[src/rtl/uart_pkg.sv]
// Shared definitions for the UART transmit controller.
//   tx_state_e : frame sequencing states
//   CNT_W      : bit-period counter width (must hold 166667)
//   BAUD_DIV   : clock cycles per bit for each 4-bit baud code
//   baud_div() : baud code -> cycles-per-bit lookup
package uart_pkg;

  localparam int CNT_W = 18;

  typedef enum logic [2:0] {
    IDLE,
    START,
    DATA,
    PARITY,
    STOP1,
    STOP2
  } tx_state_e;

  // Codes 1100-1111 are not real rates; they fall back to the 9600-baud divisor.
  localparam logic [CNT_W-1:0] BAUD_DIV [16] = '{
    18'd166667, 18'd41667, 18'd20833, 18'd10417,
    18'd5208,   18'd2604,  18'd1302,  18'd868,
    18'd434,    18'd217,   18'd109,   18'd54,
    18'd5208,   18'd5208,  18'd5208,  18'd5208
  };

  function automatic logic [CNT_W-1:0] baud_div(input logic [3:0] code);
    return BAUD_DIV[code];
  endfunction

endpackage

[src/rtl/uart_tx_ctrl_if.sv]
// Host-side byte handshake for the UART transmitter.
//   tx_start : request valid (host -> tx)
//   tx_data  : byte to send   (host -> tx)
//   tx_ready : tx is idle and will accept a request (tx -> host)
interface uart_tx_ctrl_if;
  logic       tx_start;
  logic [7:0] tx_data;
  logic       tx_ready;

  modport master (output tx_start, output tx_data, input tx_ready);
  modport slave  (input tx_start, input tx_data, output tx_ready);
endinterface

[src/rtl/uart_tx_ctrl_baud_period_cnt.sv]
// Bit-period counter: counts 0..n-1 while run is high and flags the last
// cycle of each bit period. Held at zero while run is low.
//   clk, rstb : clock, async active-low reset
//   run       : count enable (high whenever a frame is in flight)
//   n         : cycles per bit, held stable for the whole frame
//   bit_tick  : high on the final cycle of a bit period
module baud_period_cnt #(
  parameter int CNT_W = 18
) (
  input  logic             clk,
  input  logic             rstb,
  input  logic             run,
  input  logic [CNT_W-1:0] n,
  output logic             bit_tick
);

  logic [CNT_W-1:0] cnt;

  assign bit_tick = run && (cnt == n - CNT_W'(1));

  always_ff @(posedge clk or negedge rstb) begin
    if (!rstb) begin
      cnt <= '0;
    end else if (!run || bit_tick) begin
      cnt <= '0;
    end else begin
      cnt <= cnt + CNT_W'(1);
    end
  end

endmodule

[src/rtl/uart_tx_ctrl.sv]
// UART transmit controller: accepts a byte on the bus handshake and sends
// start, 8 data bits LSB first, optional parity and 1 or 2 stop bits on tx.
// Frame config and the bit period are latched at accept, so later input
// changes only affect the next frame.
//   clk, rstb   : clock, async active-low reset
//   bus         : tx_start / tx_data / tx_ready handshake (slave side)
//   baud_select : baud code, see uart_pkg::BAUD_DIV
//   parity_en   : append a parity bit
//   parity_odd  : odd (1) or even (0) parity
//   two_stop    : send two stop bits
//   busy        : frame in flight (cycle after accept until back in IDLE)
//   done        : one-cycle pulse in the first IDLE cycle after a frame
//   tx          : serial line, idles high
//
// state  | meaning
// IDLE   | line high, waiting for tx_start
// START  | start bit (low)
// DATA   | data bits, LSB first, bit index in idx
// PARITY | parity bit
// STOP1  | first stop bit
// STOP2  | second stop bit (two_stop frames only)
module uart_tx_ctrl #(
  parameter int DATA_BITS = 8,
  parameter int CNT_W     = 18
) (
  input  logic                 clk,
  input  logic                 rstb,
  uart_tx_ctrl_if.slave        bus,
  input  logic [3:0]           baud_select,
  input  logic                 parity_en,
  input  logic                 parity_odd,
  input  logic                 two_stop,
  output logic                 busy,
  output logic                 done,
  output logic                 tx
);
  import uart_pkg::*;

  localparam logic [2:0] LAST_IDX = 3'(DATA_BITS - 1);

  tx_state_e        state;
  logic [7:0]       shreg;
  logic [2:0]       idx;
  logic [CNT_W-1:0] n_q;
  logic             par_en_q;
  logic             par_bit_q;
  logic             two_stop_q;
  logic             bit_tick;

  baud_period_cnt #(.CNT_W(CNT_W)) u_cnt (
    .clk      (clk),
    .rstb     (rstb),
    .run      (state != IDLE),
    .n        (n_q),
    .bit_tick (bit_tick)
  );

  assign bus.tx_ready = (state == IDLE);

  always_ff @(posedge clk or negedge rstb) begin
    if (!rstb) begin
      state      <= IDLE;
      tx         <= 1'b1;
      busy       <= 1'b0;
      done       <= 1'b0;
      shreg      <= '0;
      idx        <= '0;
      n_q        <= '0;
      par_en_q   <= 1'b0;
      par_bit_q  <= 1'b0;
      two_stop_q <= 1'b0;
    end else begin
      done <= 1'b0;
      case (state)
        IDLE: begin
          if (bus.tx_start) begin
            shreg      <= bus.tx_data;
            n_q        <= baud_div(baud_select);
            par_en_q   <= parity_en;
            // parity is fixed by the byte, so resolve it now rather than
            // tracking it while the shift register empties
            par_bit_q  <= (^bus.tx_data) ^ parity_odd;
            two_stop_q <= two_stop;
            idx        <= '0;
            tx         <= 1'b0;
            busy       <= 1'b1;
            state      <= START;
          end
        end
        START: begin
          if (bit_tick) begin
            tx    <= shreg[0];
            state <= DATA;
          end
        end
        DATA: begin
          if (bit_tick) begin
            if (idx == LAST_IDX) begin
              if (par_en_q) begin
                tx    <= par_bit_q;
                state <= PARITY;
              end else begin
                tx    <= 1'b1;
                state <= STOP1;
              end
            end else begin
              shreg <= shreg >> 1;
              tx    <= shreg[1];
              idx   <= idx + 3'd1;
            end
          end
        end
        PARITY: begin
          if (bit_tick) begin
            tx    <= 1'b1;
            state <= STOP1;
          end
        end
        STOP1: begin
          if (bit_tick) begin
            if (two_stop_q) begin
              state <= STOP2;
            end else begin
              busy  <= 1'b0;
              done  <= 1'b1;
              state <= IDLE;
            end
          end
        end
        STOP2: begin
          if (bit_tick) begin
            busy  <= 1'b0;
            done  <= 1'b1;
            state <= IDLE;
          end
        end
        default: begin
          tx    <= 1'b1;
          busy  <= 1'b0;
          state <= IDLE;
        end
      endcase
    end
  end

endmodule

[src/flat_wrapper.sv]
// flat-port wrapper written by rule: the top's interface ports become plain ports
module uart_tx_ctrl_flat import uart_pkg::*;
#(
  parameter int DATA_BITS = 8,
  parameter int CNT_W     = 18
)
  (clk, rstb, baud_select, parity_en, parity_odd, two_stop, busy, done, tx, bus_tx_start, bus_tx_data, bus_tx_ready);
  uart_tx_ctrl_if bus_i ();
  input  logic clk;
  input  logic rstb;
  input  logic [3:0] baud_select;
  input  logic parity_en;
  input  logic parity_odd;
  input  logic two_stop;
  output logic busy;
  output logic done;
  output logic tx;
  input wire logic [$bits(bus_i.tx_start)-1:0] bus_tx_start;
  input wire logic [$bits(bus_i.tx_data)-1:0] bus_tx_data;
  output wire logic [$bits(bus_i.tx_ready)-1:0] bus_tx_ready;
  assign bus_i.tx_start = bus_tx_start;
  assign bus_i.tx_data = bus_tx_data;
  assign bus_tx_ready = bus_i.tx_ready;
  uart_tx_ctrl #(.DATA_BITS(DATA_BITS), .CNT_W(CNT_W)) u_core (.clk(clk), .rstb(rstb), .bus(bus_i), .baud_select(baud_select), .parity_en(parity_en), .parity_odd(parity_odd), .two_stop(two_stop), .busy(busy), .done(done), .tx(tx));
endmodule
[config.mk]
export PLATFORM = sky130hd
export DESIGN_NAME = uart_tx_ctrl_flat
export DESIGN_NICKNAME = d
export VERILOG_FILES = /design/src/rtl/uart_pkg.sv /design/src/rtl/uart_tx_ctrl_if.sv /design/src/rtl/uart_tx_ctrl_baud_period_cnt.sv /design/src/rtl/uart_tx_ctrl.sv /design/src/flat_wrapper.sv
export SDC_FILE = /design/constraint.sdc
export NUM_CORES = 1
export LEC_CHECK = 0
export BUFFER_PORTS_ARGS = -buffer_cell sky130_fd_sc_hd__buf_4
export CELL_PAD_IN_SITES_DETAIL_PLACEMENT = 1
export CELL_PAD_IN_SITES_GLOBAL_PLACEMENT = 1
export CORE_MARGIN = 5
export CORE_UTILIZATION = 41
export DETAILED_ROUTE_END_ITERATION = 8
export PLACE_DENSITY_LB_ADDON = 0.1
export SLEW_MARGIN = 10
export SYNTH_ARGS = -nofsm -noshare
export SYNTH_HDL_FRONTEND = slang
export SYNTH_HIERARCHICAL = 1
export SYNTH_SLANG_ARGS = --single-unit
[constraint.sdc]
create_clock -name clk -period 3.35 [get_ports clk]
set_input_delay 0.335 -clock clk [delete_from_list [all_inputs] [get_ports clk]]
set_output_delay 0.335 -clock clk [all_outputs]
set_load 0.01 [all_outputs]
==> metrics.csv <==
stage,metric,value,unit
routing,avgViaCountPerCell,5.45,
place,io_buffers,21,
final_layout,syn_to_final_growth,13.8,%
power_and_ir_drop,p_leak,1.79,nW
global_route,gr-usage-met2,0.323,
final_layout,final_cell_mix,"dfrtp_1 (53), nand2_1 (51), buf_4 (38)",
power_and_ir_drop,ir_drop,0.331,mV
yosys,synth_adder_area_share,0.0360,
sta,worst_slack,0.159,ns
yosys,netlist.area_leader.share,0.389,
routing,wl_per_cell,16.3,um
global_route,grt_util_met1,0.225,
sta,worstMarginPinSlew,0.721,ns
setup_path,regToRegEndpoint,u_core/state[1]$_DFFE_PN0P_,
routing,wirelength,8640,um
global_route,overflow,0,
final_layout,drive_above_1_share,0.155,
yosys,async_reset_ff_frac,1.00,
setup_path,arrival,3.43,ns
die,rows,33,
die,die-width,102,um
clock_tree,cts_tree,yes,
yosys,synthMuxAreaShare,0.0392,
global_route,top_usage_layer,met2,
sta,setup_violations,0,
clock_tree,numClockSinks,55,
global_route,grt.total_usage,0.177,
clock_tree,htree_levels,2,
setup_path,crit_required,3.59,ns
yosys,synth_compound_area_frac,0.140,
routing,first_pass_iters,4,
setup_path,rr_worst_depth,10,
setup_path,path_class,reg2reg,
final_layout,final_common_cell,dfrtp_1,
place,place_congestion,0.849,
final_layout,filler_cell_count,985,
setup_path,crit_fanout,6,
yosys,synth_area,3480,um^2
sta,finalHoldViolCount,0,
sta,fmax,0.313,GHz
yosys,synth_cell_types,55,
sta,post-route-min-period,3.19,ns
yosys,synthTopCellsByArea,"dfrtp_1 (39%), xnor2_1 (7.8%), nand2_1 (5.5%), o21ai_0 (4.0%), xor2_1 (4.0%)",
sta,slew_headroom,0.519,
die,die_area,10400,um^2
sta,finClkSkew,0.00727,ns
global_route,antenna_found_initial,0,
sta,period_share,0.952,
routing,remaining_drc_errors,0,
global_route,met3_usage,0.0218,
sta,maxSlewViolCount,0,
yosys,yosysSeqAreaShare,0.396,
status,status,"finished, final reports clean",
yosys,synth_simple_gate_area_frac,0.216,
setup_path,r2r_setup_slack,0.16,ns
setup_path,cp-start-kind,flip-flop,
power_and_ir_drop,power_density,747,nW/um^2
final_layout,diodes,0,
global_route,grt_max_degree,56,
setup_path,r2r_start,u_core/n_q[4]$_DFFE_PN0P_,
hold_path,hold_class,in2async,
clock_tree,clk_pin_slew,0.11,ns
yosys,yosysWarnings,6,
yosys,synth_top_family_by_area,simple AND/OR/NAND/NOR gates,
place,hpwl,6370,um
yosys,postSynthCellCount,396,
place,dp_slack,0.0700,ns
global_route,grt_pass1_wl,14800,um
final_layout,fin_nets,453,
clock_tree,clk_path_buf_depth,2,
routing,drt_iter0_markers,68,
clock_tree,cts_buffers,5,
yosys,synth_edf_count,0,
die,fp.coreArea,8260,um^2
yosys,yosys_most_used_dff,dfrtp_1,
yosys,avgSynthCellArea,8.78,um^2
die,initial_core_util,0.421,
die,die_h,102,um
yosys,synth_xor_area_frac,0.125,
setup_path,crit_path_end_kind,flip-flop,
die,ios,22,
yosys,yosysTopAreaCell,dfrtp_1,
yosys,ys_ff_latch,55,
run,maxCapViolCount,0,
clock_tree,clock_latency,0.31,ns
routing,antenna_left,0,
sta,tns,0,ns
clock_tree,cts-root-buf,clkbuf_8,
global_route,grt_pass1_vias,3103,
routing,vias,2896,
[synthesized netlist by cell type, types with 4 or more instances]
cell type and count:
a21oi_1 19, nand2_1 51, inv_1 20, xor2_1 16
xnor2_1 31, nand2b_1 4, o31ai_1 7, mux2_2 5
ha_1 10, nor2_1 36, dfrtp_1 54, nand4_1 6
and3_1 7, nand3_1 9, buf_2 7, clkbuf_1 9
mux2i_1 8, nor3_1 9, o21ai_0 28, nor4_1 6
[area by class of cell]
type / instances / area, um^2 / area share
multi-input cells: 304 / 1980 / 0.500
flip-flops and latches: 55 / 1380 / 0.349
repair buffers: 39 / 297 / 0.0750
well taps: 105 / 131 / 0.0332
inverters: 20 / 75.1 / 0.0190
clock buffers: 5 / 68.8 / 0.0174
clock inverters: 3 / 26.3 / 0.00665
[per-stage QoR]
step,total power (W),cell area (um^2),hold WS [ns],instances,utilization
after global routing,0.00322,3950,0.128,531,0.479
after global placement,0.00250,3820,0.445,519,0.463
after detailed placement,0.00256,3820,0.438,519,0.463
after floorplan,0.00211,3520,0.0394,398,-
after CTS,0.00297,3920,0.0847,527,0.475
final,0.00295,3950,0.0599,531,0.479
[cells by family after synthesis]
family,Yosys count
buffers and inverters,39
adders and majority gates,10
xor gates and xnor gates,48
and+or+nand+nor,150
AOI/OAI and AO/OA,80
other,1
DFF,55
muxes,13
[what timing repair did]
| action | 4_1_cts | 5_1_grt |
|---|---|---|
| setup endpoints to repair | 0 | 10 |
| resized for setup | 0 | 2 |
| hold buffers | 0 | 0 |
| buffers inserted | 0 | 4 |
[per-layer routing]
layer  vias to the layer above  share of wire
li1                       1422              -
met1                      1443           0.46
met2                        25           0.52
met3                         6          0.016
met4                         0         0.0088
met5                         -              0
[worst max-delay path, stage by stage (launching register included)]
cell,delay (ns)
dfrtp_1,0.47
or4_4,0.58
or4_1,0.49
o21ai_1,0.14
o211ai_1,0.17
nor4_4,0.33
and2_4,0.22
inv_1,0.06
o211a_2,0.29
o31a_1,0.25
o21ai_1,0.12
[power breakdown]
| group | internal, W | total [W] | switching, W |
|---|---|---|---|
| clock | 0.000156 | 0.000395 | 0.000239 |
| combinational | 0.000677 | 0.00146 | 0.000787 |
| sequential | 0.000881 | 0.00109 | 0.000214 |
[worst max-delay path by stage]
stage                                    startpoint                          end  slack [ns]  cells after the start
after floorplan           u_core/n_q[0]$_DFFE_PN0P_    u_core/idx[0]$_DFFE_PN0P_        0.01                     12
after global placement    u_core/n_q[0]$_DFFE_PN0P_    u_core/idx[0]$_DFFE_PN0P_        0.18                     12
after detailed placement  u_core/n_q[0]$_DFFE_PN0P_  u_core/shreg[4]$_DFFE_PN0P_        0.07                     14
after CTS                 u_core/n_q[0]$_DFFE_PN0P_  u_core/shreg[4]$_DFFE_PN0P_        0.03                     14
after global routing      u_core/n_q[1]$_DFFE_PN0P_  u_core/shreg[4]$_DFFE_PN0P_      -0.003                     14
final                     u_core/n_q[4]$_DFFE_PN0P_  u_core/state[1]$_DFFE_PN0P_        0.16                     10
[flip-flops by register name, summed over array words and instances (netlist names)]
register	count
u_core/idx	3
u_core/par_en_q	1
u_core/state	3
u_core/tx	1
u_core/n_q	17
u_core/par_bit_q	1
u_core/u_cnt/cnt	18
u_core/done	1
u_core/two_stop_q	1
u_core/shreg	8
u_core/busy	1
(Power assumes the default switching activity.)
